File: src/rtl/ascon_pkg.sv
// rtl/ascon_pkg.sv - shared types and round constants for the ASCON-128 controller
package ascon_pkg;

    localparam int ROUNDS_A      = 12;
    localparam int ROUND_START_B = 6;

    localparam logic [3:0] ROUND_FIRST_A = 4'd0;
    localparam logic [3:0] ROUND_FIRST_B = 4'(ROUND_START_B);
    localparam logic [3:0] ROUND_LAST    = 4'(ROUNDS_A - 1);

    typedef enum logic [2:0] {
        IDLE,
        INIT,
        AD,
        PT,
        FINAL,
        DONE
    } t_ctrl_state;

endpackage

File: src/rtl/ascon_round_counter.sv
// rtl/ascon_round_counter.sv - 4-bit round index with p12/p6 start load, stall and terminal flag
module ascon_round_counter
    import ascon_pkg::*;
(
    input  logic       clock,
    input  logic       reset_n,
    input  logic       clear,
    input  logic       load,
    input  logic       load_b,
    input  logic       advance,
    output logic [3:0] round,
    output logic       last
);

    assign last = (round == ROUND_LAST);

    // Saturates at the last round so the index can never leave 0..11.
    always_ff @(posedge clock or negedge reset_n) begin
        if (!reset_n) begin
            round <= ROUND_FIRST_A;
        end else if (clear) begin
            round <= ROUND_FIRST_A;
        end else if (load) begin
            round <= load_b ? ROUND_FIRST_B : ROUND_FIRST_A;
        end else if (advance && !last) begin
            round <= round + 4'd1;
        end
    end

endmodule

File: src/rtl/ascon_controller.sv
// rtl/ascon_controller.sv - sequencing FSM driving the one-round-per-cycle ASCON-128 permutation
module ascon_controller
    import ascon_pkg::*;
#(
    parameter int BLOCK_CNT_WIDTH = 8
) (
    input  logic                       clock,
    input  logic                       reset_n,
    input  logic                       i_enable,
    input  logic                       i_start,
    input  logic [BLOCK_CNT_WIDTH-1:0] i_num_ad_blocks,
    input  logic [BLOCK_CNT_WIDTH-1:0] i_num_pt_blocks,
    input  logic                       i_data_valid,
    output logic                       o_data_ready,
    output logic                       o_sys_enable,
    output logic                       o_mux_select,
    output logic                       o_enable_xor_key_begin,
    output logic                       o_enable_xor_data_begin,
    output logic                       o_enable_xor_key_end,
    output logic                       o_enable_xor_lsb_end,
    output logic                       o_enable_state_reg,
    output logic                       o_enable_cipher_reg,
    output logic                       o_enable_tag_reg,
    output logic [3:0]                 o_round,
    output logic                       o_busy,
    output logic                       o_cipher_valid,
    output logic                       o_done
);

    localparam logic [BLOCK_CNT_WIDTH-1:0] CNT_ZERO = '0;
    localparam logic [BLOCK_CNT_WIDTH-1:0] CNT_ONE  = BLOCK_CNT_WIDTH'(1);
    localparam logic [BLOCK_CNT_WIDTH-1:0] CNT_TWO  = BLOCK_CNT_WIDTH'(2);

    t_ctrl_state state, state_next;
    logic [BLOCK_CNT_WIDTH-1:0] ad_cnt, ad_next, pt_cnt, pt_next;
    logic [3:0] rc;
    logic       rc_last, rc_clear, rc_load, rc_load_b, rc_advance;
    logic       cipher_pulse;

    ascon_round_counter u_round_counter (
        .clock   (clock),
        .reset_n (reset_n),
        .clear   (rc_clear),
        .load    (rc_load),
        .load_b  (rc_load_b),
        .advance (rc_advance),
        .round   (rc),
        .last    (rc_last)
    );

    // Reset gates the pass-through so every output reads 0 while reset_n is low.
    assign o_sys_enable   = i_enable & reset_n;
    assign o_busy         = (state != IDLE);
    assign o_cipher_valid = cipher_pulse;

    always_ff @(posedge clock or negedge reset_n) begin
        if (!reset_n) begin
            state        <= IDLE;
            ad_cnt       <= CNT_ZERO;
            pt_cnt       <= CNT_ZERO;
            cipher_pulse <= 1'b0;
        end else begin
            state        <= state_next;
            ad_cnt       <= ad_next;
            pt_cnt       <= pt_next;
            cipher_pulse <= o_enable_cipher_reg;
        end
    end

    always_comb begin
        state_next              = state;
        ad_next                 = ad_cnt;
        pt_next                 = pt_cnt;
        rc_clear                = 1'b0;
        rc_load                 = 1'b0;
        rc_load_b               = 1'b0;
        rc_advance              = 1'b0;
        o_data_ready            = 1'b0;
        o_mux_select            = 1'b0;
        o_enable_xor_key_begin  = 1'b0;
        o_enable_xor_data_begin = 1'b0;
        o_enable_xor_key_end    = 1'b0;
        o_enable_xor_lsb_end    = 1'b0;
        o_enable_state_reg      = 1'b0;
        o_enable_cipher_reg     = 1'b0;
        o_enable_tag_reg        = 1'b0;
        o_round                 = rc;
        o_done                  = 1'b0;

        case (state)
            IDLE: begin
                if (i_start) begin
                    state_next = INIT;
                    ad_next    = i_num_ad_blocks;
                    pt_next    = (i_num_pt_blocks == CNT_ZERO) ? CNT_ONE : i_num_pt_blocks;
                    rc_load    = 1'b1;
                end
            end
            INIT: begin
                o_enable_state_reg = 1'b1;
                o_mux_select       = (rc != ROUND_FIRST_A);
                rc_advance         = 1'b1;
                if (rc_last) begin
                    o_enable_xor_key_end = 1'b1;
                    rc_load              = 1'b1;
                    if (ad_cnt == CNT_ZERO) begin
                        o_enable_xor_lsb_end = 1'b1;
                        state_next           = (pt_cnt > CNT_ONE) ? PT : FINAL;
                        rc_load_b            = (pt_cnt > CNT_ONE);
                    end else begin
                        state_next = AD;
                        rc_load_b  = 1'b1;
                    end
                end
            end
            AD, PT: begin
                o_mux_select = 1'b1;
                if (rc == ROUND_FIRST_B) begin
                    // Round counter holds at 6 until a block is accepted.
                    o_data_ready = 1'b1;
                    if (i_data_valid) begin
                        o_enable_state_reg      = 1'b1;
                        o_enable_xor_data_begin = 1'b1;
                        o_enable_cipher_reg     = (state == PT);
                        rc_advance              = 1'b1;
                    end
                end else begin
                    o_enable_state_reg = 1'b1;
                    rc_advance         = 1'b1;
                    if (rc_last) begin
                        rc_load = 1'b1;
                        if (state == AD) begin
                            ad_next = ad_cnt - CNT_ONE;
                            if (ad_cnt == CNT_ONE) begin
                                o_enable_xor_lsb_end = 1'b1;
                                state_next           = (pt_cnt > CNT_ONE) ? PT : FINAL;
                                rc_load_b            = (pt_cnt > CNT_ONE);
                            end else begin
                                rc_load_b = 1'b1;
                            end
                        end else begin
                            pt_next = pt_cnt - CNT_ONE;
                            if (pt_cnt == CNT_TWO) begin
                                state_next = FINAL;
                            end else begin
                                rc_load_b = 1'b1;
                            end
                        end
                    end
                end
            end
            FINAL: begin
                o_mux_select = 1'b1;
                if (rc == ROUND_FIRST_A) begin
                    o_data_ready = 1'b1;
                    if (i_data_valid) begin
                        o_enable_state_reg      = 1'b1;
                        o_enable_xor_data_begin = 1'b1;
                        o_enable_xor_key_begin  = 1'b1;
                        o_enable_cipher_reg     = 1'b1;
                        rc_advance              = 1'b1;
                    end
                end else begin
                    o_enable_state_reg = 1'b1;
                    rc_advance         = 1'b1;
                    if (rc_last) begin
                        o_enable_xor_key_end = 1'b1;
                        o_enable_tag_reg     = 1'b1;
                        state_next           = DONE;
                        rc_clear             = 1'b1;
                    end
                end
            end
            DONE: begin
                o_done     = 1'b1;
                state_next = IDLE;
            end
            default: begin
                state_next = IDLE;
                rc_clear   = 1'b1;
            end
        endcase

        // Dropping the system enable soft-resets the controller from any state.
        if (!i_enable) begin
            state_next              = IDLE;
            ad_next                 = CNT_ZERO;
            pt_next                 = CNT_ZERO;
            rc_clear                = 1'b1;
            rc_load                 = 1'b0;
            rc_advance              = 1'b0;
            o_data_ready            = 1'b0;
            o_mux_select            = 1'b0;
            o_enable_xor_key_begin  = 1'b0;
            o_enable_xor_data_begin = 1'b0;
            o_enable_xor_key_end    = 1'b0;
            o_enable_xor_lsb_end    = 1'b0;
            o_enable_state_reg      = 1'b0;
            o_enable_cipher_reg     = 1'b0;
            o_enable_tag_reg        = 1'b0;
            o_round                 = 4'd0;
            o_done                  = 1'b0;
        end
    end

endmodule

File: config.mk
export PLATFORM = sky130hd
export DESIGN_NAME = ascon_controller
export DESIGN_NICKNAME = d
export VERILOG_FILES = /design/src/rtl/ascon_pkg.sv /design/src/rtl/ascon_round_counter.sv /design/src/rtl/ascon_controller.sv
export SDC_FILE = /design/constraint.sdc
export NUM_CORES = 1
export LEC_CHECK = 0
export BUFFER_PORTS_ARGS = -buffer_cell sky130_fd_sc_hd__buf_2
export CAP_MARGIN = 20
export CORE_ASPECT_RATIO = 1.1
export CORE_MARGIN = 10
export CORE_UTILIZATION = 50
export CTS_CLUSTER_DIAMETER = 60
export DETAILED_ROUTE_END_ITERATION = 8
export HOLD_SLACK_MARGIN = 0.05
export PLACE_DENSITY = 0.76
export SLEW_MARGIN = 0
export SYNTH_ARGS = -nofsm -noshare
export SYNTH_HDL_FRONTEND = slang
export SYNTH_SLANG_ARGS = --single-unit
File: constraint.sdc
create_clock -name clock -period 2.1 [get_ports clock]
set_input_delay 0.21 -clock clock [delete_from_list [all_inputs] [get_ports clock]]
set_output_delay 0.21 -clock clock [all_outputs]
set_load 0.05 [all_outputs]
After elaboration in Yosys (flattened, before gate mapping)
Cells that the tools add are included.

Output and inout bits: 17. Logic and storage cells: 127. Input port bits: 21. Register bits: 24.

Mux-type cells: 82. Bitwise gates (word level): 1. Order comparisons: 1. Add/subtract/negate cells: 3. Reductions and logical operators: 15. Equal/unequal tests: 20.

Operators with widths (number): 8-bit two-way mux (11); 1-bit two-way mux (41); 3-bit two-way mux (13); 8-bit one-hot mux with 2 select lines (2); 8-bit logical NOT (2); 4-bit two-way mux (4); 1-bit one-hot mux with 2 select lines (8); 8-bit by 1-bit subtractor with 8-bit output (second input constant) (2); 3-bit inequality test (second input constant) (5); 3-bit one-hot mux with 4 select lines (1); 5-bit AND reduction (2); 3-bit by 2-bit inequality test with 1-bit output (second input constant) (3); 8-bit by 1-bit equality test with 1-bit output (second input constant) (1); 8-bit by 2-bit equality test with 1-bit output (second input constant) (1); 8-bit by 1-bit > comparator with 1-bit output (second input constant) (1); 4-bit inequality test (second input constant) (2); 8-bit AND reduction (1); 3-bit by 2-bit equality test with 1-bit output (second input constant) (2); 3-bit equality test (second input constant) (2); 1-bit one-hot mux with 3 select lines (2); 3-bit nonzero test (2); 5-bit OR reduction (1); 4-bit by 1-bit adder with 4-bit output (second input constant) (1); 4-bit by 3-bit equality test with 1-bit output (second input constant) (1); other kinds (11) (11).

Longest topological paths before layout
Gate-level depths: netlist (run 1).

Word-level depth: 9. Mapped depth: 8. Gate-level depth less buffers: 8.

By module
From an unflattened synthesis (run 1), not the netlist that was laid out.

Cell total of the unflattened synthesis: 260. Area total of the unflattened synthesis: 2033.2 um^2.

By module, submodules not included: ascon_controller (seq. area each 500.5 um^2, cells an instance 237, instances 1, area each 1810.5 um^2); ascon_round_counter (seq. area each 100.1 um^2, cells an instance 23, instances 1, area each 222.7 um^2).

Worst setup path after synthesis (run 1)
No wires, ideal clock.

Path type: register to output. Start: register ad_cnt[3]. End: output o_enable_xor_lsb_end. Buffers on the path: 0. Setup slack: -1318 ps. Stages on the path, launching flop included: 5. Required time: 1890 ps. Arrival: 3208 ps. Cells stage by stage: dfrtp_1 -> or4_4 -> nor3_1 -> nand4_1 -> a2111oi_1.

Longest elaborated chain between the ends: 7. Elaborated cells on any way between the ends: 10. Those cells by class: eq/ne (1); mux (8); reduce/logical (1).

Ends and longest elaborated chain: start: declaration (line ascon_controller.sv:35) `logic [BLOCK_CNT_WIDTH-1:0] ad_cnt, ad_next, pt_cnt, pt_next;`; start signal: assignment (line ascon_controller.sv:64) `ad_cnt <= ad_next;`; 8-bit by 1-bit equality test with 1-bit output (line ascon_controller.sv:134) `if (ad_cnt == CNT_ONE) begin`; 1-bit two-way mux (line ascon_controller.sv:134); 1-bit two-way mux (line ascon_controller.sv:132) `if (state == AD) begin`; 1-bit two-way mux (line ascon_controller.sv:130) `if (rc_last) begin`; 1-bit two-way mux (line ascon_controller.sv:118) `if (rc == ROUND_FIRST_B) begin`; 1-bit one-hot mux with 2 select lines * (line ascon_controller.sv:90) `case (state)`; 1-bit two-way mux * (line ascon_controller.sv:185) `if (!i_enable) begin`; end: declaration (line ascon_controller.sv:20) `output logic o_enable_xor_lsb_end,`.

Every way passes the cells marked *; elsewhere a longest branch is shown, timed or not.

Worst setup path after layout (run 1)
Same ends and word-level chain as after synthesis.

==> results of run 1 <==
## routing by layer
layer	GRT usage [%]	up-vias	share of wire [%]
li1	-	1071	-
met5	0	-	0
met1	22.67	1084	41
met4	4.894	0	1.6
met3	3.903	18	7.5
met2	29.23	128	49
## power groups by stage
stage	Sequential (W)	Combinational [W]	Clock (W)
2_1_floorplan	0.000736	0.00152	0
3_5_place_dp	0.000773	0.00219	0
5_1_grt	0.000794	0.00265	0.000297
4_1_cts	0.000760	0.00228	0.000280
3_3_place_gp	0.000769	0.00215	0
6_report	0.000773	0.00244	0.000281
## final cells by class
cell class	instances	area (µm²)	share of cell area (%)
multi-input combinational	212	1393	52.01
clock buffer	3	41.29	1.542
tap	50	62.56	2.336
sequential	24	601.8	22.48
timing repair buffer	77	534.3	19.95
inverter	12	45.04	1.682
## cells in the final DEF (no fill, tap or decap), drive strengths merged, types with 9 or more instances in the layout
cell and count:
o21ai 30, dfrtp 24, inv 11, nor3 14
a21oi 24, nand2 26, nor2 37, buf 75
ha 9
## cell families (layout without fill, tap and decap cells)
| group | Yosys count | in the layout | share of synthesized area [%] |
|---|---|---|---|
| AND/OR/NAND/NOR | 116 | 116 | 30.57 |
| flip-flops | 24 | 24 | 30.83 |
| buffers and inverters | 24 | 92 | 4.688 |
| AO/OA/AOI/OAI | 83 | 83 | 26.27 |
| multiplexers | 1 | 1 | 0.5138 |
| XOR/XNOR | 3 | 3 | 1.349 |
| adder cells (fa/ha/maj) | 9 | 9 | 5.780 |
## flip-flops by register name, indices dropped and copies added, names as in the netlist
| signal | cells |
|---|---|
| ad_cnt | 8 |
| pt_cnt | 8 |
| u_round_counter.round | 4 |
| state | 3 |
| o_cipher_valid | 1 |
## worst min-delay path by stage
stage | to | slack, ns | start
after floorplan | ad_cnt[0]$_DFFE_PN0P_ | -0.09 | reset_n
after global placement | pt_cnt[3]$_DFFE_PN0P_ | 0.24 | reset_n
after detailed placement | pt_cnt[3]$_DFFE_PN0P_ | 0.25 | reset_n
after CTS | pt_cnt[3]$_DFFE_PN0P_ | 0.25 | i_num_pt_blocks[3]
after global routing | pt_cnt[4]$_DFFE_PN0P_ | 0.26 | i_num_pt_blocks[4]
final | pt_cnt[3]$_DFFE_PN0P_ | 0.25 | i_num_pt_blocks[3]
## critical path, cell delays in order, from the launching register on
cell and delay, ns:
dfrtp_1 0.39, or4_4 0.57, nor4b_4 0.34, nand2b_1 0.16
a2111oi_4 0.33, buf_6 0.21
## what timing repair did
action | in CTS | in global routing
endpoints found under the setup margin | 6 | 24
hold buffers | 1 | 0
pin swaps | 3 | 6
endpoints found under the hold margin | 24 | 0
buffers inserted | 5 | 4
gates cloned | 0 | 0
gates resized for setup | 12 | 26
## per-stage QoR
step	util, %	instance area (µm²)	instances	total power [W]	TNS, ns
after global placement	66.23	2459	365	0.002920	-0.1763
after CTS	69.70	2587	374	0.003322	-0.3860
after floorplan	-	2032	260	0.002260	-0.5225
final	72.13	2678	378	0.003497	-0.4208
after global routing	72.13	2678	378	0.003740	-0.8017
after detailed placement	66.23	2459	365	0.002959	-0.1821
==> flow_summary_export.csv, run 1 <==
group,metric,value,unit
synthesis,synth.avg_cell_area,7.493,µm²
synthesis,ys_seq_area_share,30.83,%
clock_network,cts_made_buffers,3,
pwr,swShare,50.02,%
finish,fillers,276,
routing,antenna_left,0,
die,dieArea,6796,µm²
timing,worstMarginPinSlew,0.5283,ns
pwr,clkPwrFrac,8.0,%
clock_network,cts_root_buf,"clkbuf_8",
timing,min_period,2.471,ns
setup_path,reg2reg_depth,7,
pwr,powerDensity,1306,nW/µm²
finish,area_delta_synth_final,37.44,%
run,max_cap_viol_count,0,
synthesis,yosys-top-cells-count,"nor2_1 (37), nand2_1 (26), o21ai_0 (25)",
clock_network,insertion_delay,0.27,ns
synthesis,ys_ff_latch,24,
placed_design,place.port_buffers,37,
pwr,ir_drop,0.0007962,V
hold_path,worstHoldPathType,"input pin to register",
global_route,grt_pass1_vias,2198,
clock_network,cts_tree,"done",
pwr,cellLeakagePower,1.201,nW
synthesis,yosysWarnings,0,
setup_path,cp_max_fo,3,
synthesis,synthArstFlopShare,100.0,%
global_route,antenna_found_initial,0,
setup_path,crit_start,"ad_cnt[3]$_DFFE_PN0P_",
timing,rsz0062_at_grt,"yes",
timing,fin_crit_sh,117.7,%
hold_path,min_path_cells,3,
setup_path,path_class,"register to primary output",
routing,via_count,2301,
synthesis,yosysUniqueCellTypes,54,
pwr,internal-power,0.001748,W
synthesis,syn_area,1948,µm²
timing,timing.slew.headroom,64.46,%
pwr,p_sw,0.001749,W
synthesis,synth_area_leaders,"dfrtp_1 (31%), nor2_1 (7.1%), o21ai_0 (6.4%)",
timing,setup_ws,-0.3715,ns
setup_path,reg2reg_from,"ad_cnt[3]$_DFFE_PN0P_",
finish,diodes,0,
setup_path,arrival,2.26,ns
clock_network,ctsHtreeMaxLevel,1,
pwr,p_seq_share,22.1,%
die,coreArea,3712,µm²
routing,drtIter0Drc,210,
global_route,grt.overflow.total,0,
setup_path,start_kind,"register",
timing,worst_hold_slack,0.2478,ns
timing,clock_skew,0.003241,ns
synthesis,synthCells,260,
synthesis,synth_ff_type,"dfrtp_1",
setup_path,cp-end-kind,"primary output",
die,ios,38,
routing,firstDrtPassIters,5,
clock_network,numClockSinks,24,
status,violations,"negative setup slack",
routing,post_drt_via_cell_ratio,6.087,
routing,wl_per_cell,16.62,µm
clock_network,cts_buffer_depth,2,
synthesis,synth_edf_count,0,
die,rows,23,
placed_design,pre_cts_ws,-0.1821,ns
timing,setup-violations-final,3,
global_route,grt_usage,17.82,%
die,start_util,52.48,%
timing,fmaxAchievable,0.4046,GHz
routing,wl,6284,µm
routing,drc,0,
placed_design,hpwl,4568,µm
setup_path,critPathRequiredTime,1.89,ns
synthesis,synth_top_area_share,30.83,%
clock_network,cts.clk_slew.worst_paths,0.09,ns
status,outcome,"complete, but fails checks",
setup_path,ff2ff_setup_slack,-0.05,ns
setup_path,r2r-end,"u_round_counter.round[1]$_DFFE_PN0P_",
timing,slew_violations,0,
die,die_w,79.52,µm
die,die_height,85.47,µm
placed_design,gp_congestion,0.8601,
synthesis,yosysTopAreaCell,"dfrtp_1",
pwr,combPwrFrac,69.9,%
synthesis,synthesis.nets,290,
finish,final_layout_size_suffix_gt1_share,34.45,%
timing,hold_viol,0,
finish,fin_nets,360,
synthesis,post-synth-top-count-cell,"nor2_1",
global_route,grt_pass1_wl,10230,µm
setup_path,crit_end,"o_enable_xor_lsb_end",
global_route,grt_max_degree,25,
Note: power is estimated with default switching activity, not from simulation.
==> run 2, diff against run 1 <==
--- a/config.mk
+++ b/config.mk
@@ -9,11 +9,11 @@
 export CAP_MARGIN = 20
 export CORE_ASPECT_RATIO = 1.1
 export CORE_MARGIN = 10
-export CORE_UTILIZATION = 50
+export CORE_UTILIZATION = 55
 export CTS_CLUSTER_DIAMETER = 60
 export DETAILED_ROUTE_END_ITERATION = 8
 export HOLD_SLACK_MARGIN = 0.05
-export PLACE_DENSITY = 0.76
+export PLACE_DENSITY = 0.8
 export SLEW_MARGIN = 0
 export SYNTH_ARGS = -nofsm -noshare
 export SYNTH_HDL_FRONTEND = slang
==> constraint.sdc (replaced) <==
create_clock -name clock -period 2.7 [get_ports clock]
set_input_delay 0.27 -clock clock [delete_from_list [all_inputs] [get_ports clock]]
set_output_delay 0.27 -clock clock [all_outputs]
set_load 0.05 [all_outputs]
==> run 2 against run 1 <==
Compared with the run above:
- the run now ends clean
- total power decreased by 31%
- first-iteration DRC count up 12%
- via count shrank 7.9%
- wire length shrank 9.9%
- cell count decreased by 6.1%
- highest routed layer unchanged
==> flow_summary_export.csv, run 2 (synthesis results as in run 1) <==
group,metric,value,unit
setup_path,critPathRequiredTime,2.43,ns
global_route,grt_pass1_vias,2066,
placed_design,placed_area,2255,µm²
pwr,cellLeakagePower,1.092,nW
clock_network,numClockSinks,24,
finish,fin_area,2376,µm²
finish,area_delta_synth_final,21.97,%
pwr,powerDensity,1016,nW/µm²
finish,diodes,0,
timing,fmaxAchievable,0.3756,GHz
timing,clock_skew,0.002499,ns
global_route,antenna_found_initial,0,
clock_network,cts.clk_slew.worst_paths,0.15,ns
finish,final_common_cell,"nor2_1",
die,die_w,76.75,µm
die,coreArea,3386,µm²
finish,fin_nets,338,
routing,antenna_left,0,
clock_network,cts_made_buffers,3,
routing,drc,0,
pwr,ir_drop,0.0006337,V
placed_design,gp_congestion,0.9020,
clock_network,cts_root_buf,"clkbuf_4",
placed_design,place.port_buffers,37,
die,rows,22,
global_route,grt_usage,17.62,%
die,start_util,57.54,%
timing,worstMarginPinSlew,0.5301,ns
clock_network,cts_tree,"done",
timing,setup-violations-final,0,
setup_path,cp-end-kind,"primary output",
clock_network,ctsHtreeMaxLevel,1,
setup_path,arrival,2.39,ns
timing,fin_crit_sh,98.61,%
clock_network,cts_buffer_depth,2,
die,dieArea,6325,µm²
routing,wl_per_cell,15.95,µm
routing,wl,5662,µm
hold_path,worstHoldPathType,"input pin to register",
finish,final_cell_mix,"nor2_1 (37), buf_2 (36), nand2_1 (26), o21ai_0 (25), a21oi_1 (24)",
status,outcome,"finished clean",
setup_path,cp_max_fo,4,
timing,rsz0062_at_grt,"yes",
routing,drtIter0Drc,235,
timing,timing.slew.headroom,64.34,%
timing,slew_violations,0,
finish,final_layout_size_suffix_gt1_share,22.80,%
die,ios,38,
routing,via_count,2119,
global_route,grt_pass1_wl,9342,µm
global_route,grt.overflow.total,0,
timing,hold_viol,0,
die,die_height,82.42,µm
clock_network,insertion_delay,0.34,ns
routing,post_drt_via_cell_ratio,5.969,
pwr,total_power,0.002414,W
run,max_cap_viol_count,0,
finish,top_regs,"ad_cnt: 8 flops, pt_cnt: 8 flops, u_round_counter.round: 4 flops",
placed_design,hpwl,4098,µm
global_route,grt_max_degree,26,
routing,firstDrtPassIters,4,
timing,min_period,2.663,ns
setup_path,path_class,"register to primary output",
finish,fillers,302,
setup_path,start_kind,"register",
==> run 2: cell count changes in the layout (fill, tap and decap cells not counted), moves of 3 or more <==
| cell | previous run | this run |
|---|---|---|
| buf_6 | 5 | 1 |
| buf_4 | 40 | 17 |
| nor2_2 | 3 | 0 |
| o21ai_0 | 22 | 25 |
| a21oi_2 | 3 | 0 |
| o21ai_1 | 7 | 4 |
| nor2_1 | 31 | 37 |
| clkbuf_8 | 3 | 0 |
| a21oi_1 | 21 | 24 |
| buf_2 | 29 | 36 |
| nor2_4 | 3 | 0 |
==> run 2: what timing repair did <==
action	4_1_cts	5_1_grt
endpoints found under the hold margin	24	0
resized for setup	5	0
buffers inserted	0	5
pin swaps	1	1
hold buffers	1	0
endpoints found under the setup margin	1	1
==> run 2: metrics by stage <==
stage / worst slack [ns] / utilization [%] / hold slack, ns / TNS (ns) / instances
after floorplan: -0.01037 / - / -0.02559 / -0.01037 / 260
after global placement: 0.3107 / 66.59 / 0.2751 / 0 / 345
after detailed placement: 0.2928 / 66.59 / 0.2758 / 0 / 345
after CTS: 0.02533 / 69.07 / 0.2075 / 0 / 350
after global routing: -0.02126 / 70.18 / 0.2366 / -0.02126 / 355
final: 0.03746 / 70.18 / 0.1967 / 0 / 355
==> run 2: final timing paths <==
kind                       depth (start not counted)                                 start  slack (ns)                                    to
min in group asynchronous                          3                               reset_n        0.42                 pt_cnt[0]$_DFFE_PN0P_
min                                                3                          i_data_valid        0.20              o_cipher_valid$_DFF_PN0_
max in group asynchronous                          3                               reset_n        2.02                 ad_cnt[2]$_DFFE_PN0P_
max                                                5                 ad_cnt[3]$_DFFE_PN0P_        0.04                  o_enable_xor_lsb_end
min reg2reg                                        2                 ad_cnt[5]$_DFFE_PN0P_        0.59                 ad_cnt[5]$_DFFE_PN0P_
max reg2reg                                        8  u_round_counter.round[0]$_DFFE_PN0P_        0.44  u_round_counter.round[1]$_DFFE_PN0P_
==> run 2: where the power goes <==
| group | total, W | switching (W) | leakage [nW] | internal [W] |
|---|---|---|---|---|
| clock | 0.000279 | 0.000129 | 0.0279 | 0.000151 |
| sequential | 0.000613 | 0.000151 | 0.321 | 0.000462 |
| combinational | 0.00152 | 0.000951 | 0.743 | 0.000570 |
==> run 2: critical path: stages (launching register included) <==
cell,delay [ns]
dfrtp_1,0.44
or4_4,0.58
nor4b_4,0.32
nand2b_1,0.16
a2111oi_4,0.34
buf_6,0.21
==> run 2: metal layers <==
layer / vias up / global-route usage [%] / share of wire, %
li1: 1029 / - / -
met1: 969 / 21.70 / 41
met2: 110 / 30.86 / 50
met3: 11 / 2.916 / 8.2
met4: 0 / 6.134 / 1.8
met5: - / 0 / 0
==> run 2: layout make-up <==
cell class,count,area [µm²],area share (%)
clock inverters,1,30.03,1.264
well taps,48,60.06,2.528
repair buffers,55,329.1,13.85
flip-flops and latches,24,601.8,25.33
inverters,12,45.04,1.896
multi-input cells,212,1287,54.19
clock buffers,3,22.52,0.9479
==> run 3, diff against run 2 <==
--- a/config.mk
+++ b/config.mk
@@ -7,13 +7,13 @@
 export LEC_CHECK = 0
 export BUFFER_PORTS_ARGS = -buffer_cell sky130_fd_sc_hd__buf_2
 export CAP_MARGIN = 20
-export CORE_ASPECT_RATIO = 1.1
+export CORE_ASPECT_RATIO = 0.7
 export CORE_MARGIN = 10
-export CORE_UTILIZATION = 55
+export CORE_UTILIZATION = 50
 export CTS_CLUSTER_DIAMETER = 60
 export DETAILED_ROUTE_END_ITERATION = 8
 export HOLD_SLACK_MARGIN = 0.05
-export PLACE_DENSITY = 0.8
+export PLACE_DENSITY = 0.76
 export SLEW_MARGIN = 0
 export SYNTH_ARGS = -nofsm -noshare
 export SYNTH_HDL_FRONTEND = slang
==> constraint.sdc (replaced) <==
create_clock -name clock -period 2.4 [get_ports clock]
set_input_delay 0.24 -clock clock [delete_from_list [all_inputs] [get_ports clock]]
set_output_delay 0.24 -clock clock [all_outputs]
set_load 0.05 [all_outputs]
==> run 3 against run 2 <==
Compared with the run above:
- the flow now finishes with violations (negative setup slack)
- non-clock buffer count increased by 3
- clock skew about the same
- critical endpoint unchanged
- worst setup slack got worse by 0.14 ns
- via count increased by 0.99%
- combinational power increased by 20%
- clock-buffer cell count unchanged
- die area increased by 8.0%
- final area increased by 2.8%
- critical path depth unchanged
- global-route usage increased by 0.42 points
- wire length increased by 7.7%
- core utilization decreased by 2.8 points
==> flow_summary_export.csv, run 3 (synthesis results as in run 1) <==
group,metric,value,unit
status,outcome,"complete, but fails checks",
status,violations,"negative setup slack",
placed_design,placed_area,2312,µm²
setup_path,cp.depth,5,
setup_path,reg2reg_depth,8,
die,start_util,53.73,%
global_route,grtUsageMet3,4.419,%
setup_path,crit_end,"o_enable_xor_lsb_end",
setup_path,crit_start,"ad_cnt[2]$_DFFE_PN0P_",
timing,finalSetupTns,-0.1059,ns
die,ios,38,
placed_design,place.port_buffers,37,
routing,firstDrtPassIters,5,
setup_path,path_cells,"or4_4 -> nor4b_4 -> nand2b_1 -> a2111oi_4 -> buf_6",
routing,wl,6100,µm
routing,drc,0,
setup_path,cp-end-kind,"primary output",
clock_network,numClockSinks,24,
die,rows,18,
timing,timing.slew.headroom,61.92,%
global_route,grt_pass1_wl,10140,µm
global_route,antenna_found_initial,0,
pwr,p_sw,0.001452,W
timing,worstMarginPinSlew,0.5711,ns
setup_path,start_kind,"register",
placed_design,hpwl,4598,µm
setup_path,cp_max_fo,3,
global_route,use_met1,26.27,%
timing,min_period,2.506,ns
timing,hold_viol,0,
timing,worst_hold_slack,0.2781,ns
setup_path,reg2reg_from,"u_round_counter.round[1]$_DFFE_PN0P_",
pwr,p_seq_share,24.9,%
routing,antenna_left,0,
placed_design,gp_congestion,0.8718,
global_route,grt.overflow.total,0,
finish,diodes,0,
timing,fmaxAchievable,0.3991,GHz
setup_path,critPathRequiredTime,2.16,ns
setup_path,crit_buf_inv,1,
clock_network,cts_made_buffers,3,
clock_network,ctsHtreeMaxLevel,1,
finish,fin_cells,360,
global_route,grt_usage,18.04,%
hold_path,worstHoldPathType,"input pin to register",
timing,fin_crit_sh,104.4,%
global_route,grt_util_met2,26.06,%
die,die_w,94.61,µm
global_route,grt_max_degree,25,
clock_network,insertion_delay,0.27,ns
timing,rsz0062_at_grt,"yes",
die,dieArea,6833,µm²
timing,setup_ws,-0.1059,ns
timing,setup-violations-final,1,
placed_design,dp.cells,353,
pwr,powerDensity,1194,nW/µm²
clock_network,cts_buffer_depth,2,
clock_network,cts_tree,"done",
pwr,internal-power,0.001464,W
clock_network,cts_root_buf,"clkbuf_8",
setup_path,arrival,2.27,ns
pwr,ir_drop,0.0007258,V
global_route,busiest_layer,"met1",
clock_network,cts.clk_slew.worst_paths,0.09,ns
pwr,cellLeakagePower,1.115,nW
finish,fin_nets,341,
routing,drtIter0Drc,191,
setup_path,r2r-end,"u_round_counter.round[1]$_DFFE_PN0P_",
setup_path,critPathTopFamily,"simple AND/OR/NAND/NOR gates",
timing,clock_skew,0.002584,ns
setup_path,cp_slowest_stage_delay,0.58,ns
setup_path,crit_slowest_cell,"or4_4",
timing,slew_violations,0,
routing,post_drt_via_cell_ratio,5.944,
finish,area_delta_synth_final,25.37,%
setup_path,path_class,"register to primary output",
die,die_height,72.23,µm
die,coreArea,3626,µm²
global_route,grt_pass1_vias,1982,
finish,fillers,318,
setup_path,ff2ff_setup_slack,0.24,ns
pwr,combPwrFrac,62.6,%
finish,final_cell_mix,"nor2_1 (35), buf_2 (35), nand2_1 (26), o21ai_0 (25)",
pwr,clkPwrFrac,12.5,%
finish,final_layout_size_suffix_gt1_share,25.16,%
routing,wl_per_cell,16.94,µm
finish,top_regs,"ad_cnt: 8 flops, pt_cnt: 8 flops, u_round_counter.round: 4 flops",
run,max_cap_viol_count,0,
pwr,total_power,0.002916,W
finish,fin_area,2442,µm²
routing,via_count,2140,
pwr,swShare,49.79,%
==> run 3: cell types whose count changed in the layout (fill, tap and decap cells not counted), sizes merged <==
cell and change:
buf +2, clkbuf +1
==> run 3: timing repair <==
action                                 CTS  global route
endpoints found under the hold margin   24             0
resized for setup                        5             4
hold buffers                             1             0
setup endpoints to repair                1             5
pin swaps                                1             3
buffers inserted                         2             0
==> run 3: worst min-delay path by stage <==
stage                            start                       end  slack (ns)  cells after the start
finish                    i_data_valid  o_cipher_valid$_DFF_PN0_        0.28                      3
detailed placement             reset_n     ad_cnt[0]$_DFFE_PN0P_        0.30                      2
floorplan                      reset_n     ad_cnt[0]$_DFFE_PN0P_       -0.06                      0
CTS                 i_num_pt_blocks[3]     pt_cnt[3]$_DFFE_PN0P_        0.27                      3
global route        i_num_ad_blocks[0]     ad_cnt[0]$_DFFE_PN0P_        0.30                      3
global placement               reset_n     ad_cnt[1]$_DFFE_PN0P_        0.30                      2
==> run 3: power by group through the flow <==
stage                     Sequential (W)  Combinational [W]  Clock [W]
after global routing            0.000745            0.00201   0.000389
final                           0.000725            0.00183   0.000366
after detailed placement        0.000710            0.00172          0
after CTS                       0.000714            0.00179   0.000368
after global placement          0.000704            0.00169          0
after floorplan                 0.000634            0.00126          0
==> run 3: worst register-to-register path: stages (launching register included) <==
cell and delay, ns:
dfrtp_1 0.44, inv_1 0.10, ha_1 0.13, or3b_4 0.39, o2111ai_1 0.23, o221ai_2 0.18, a21oi_1 0.30, nor2_1 0.09
a22o_1 0.18
==> run 3: through the flow <==
step	worst slack [ns]	utilization [%]
floorplan	-0.04368	-
global placement	0.08164	63.77
detailed placement	0.03646	63.77
CTS	-0.09834	67.15
global route	-0.2114	67.36
finish	-0.1059	67.36
==> run 3: metal layers <==
metal	part of all wire (%)	up-vias
li1	-	1033
met1	48	1015
met2	44	88
met3	8.0	4
met4	0.70	0
met5	0	-
==> run 3: layout make-up <==
class / instances / area [µm²] / share of cell area (%)
Multi-Input combinational cell: 212 / 1309 / 53.59
Sequential cell: 24 / 600.6 / 24.59
Timing Repair Buffer: 58 / 354.1 / 14.50
Tap cell: 50 / 62.56 / 2.561
Inverter: 12 / 45.04 / 1.844
Clock buffer: 3 / 41.29 / 1.691
Clock inverter: 1 / 30.03 / 1.230
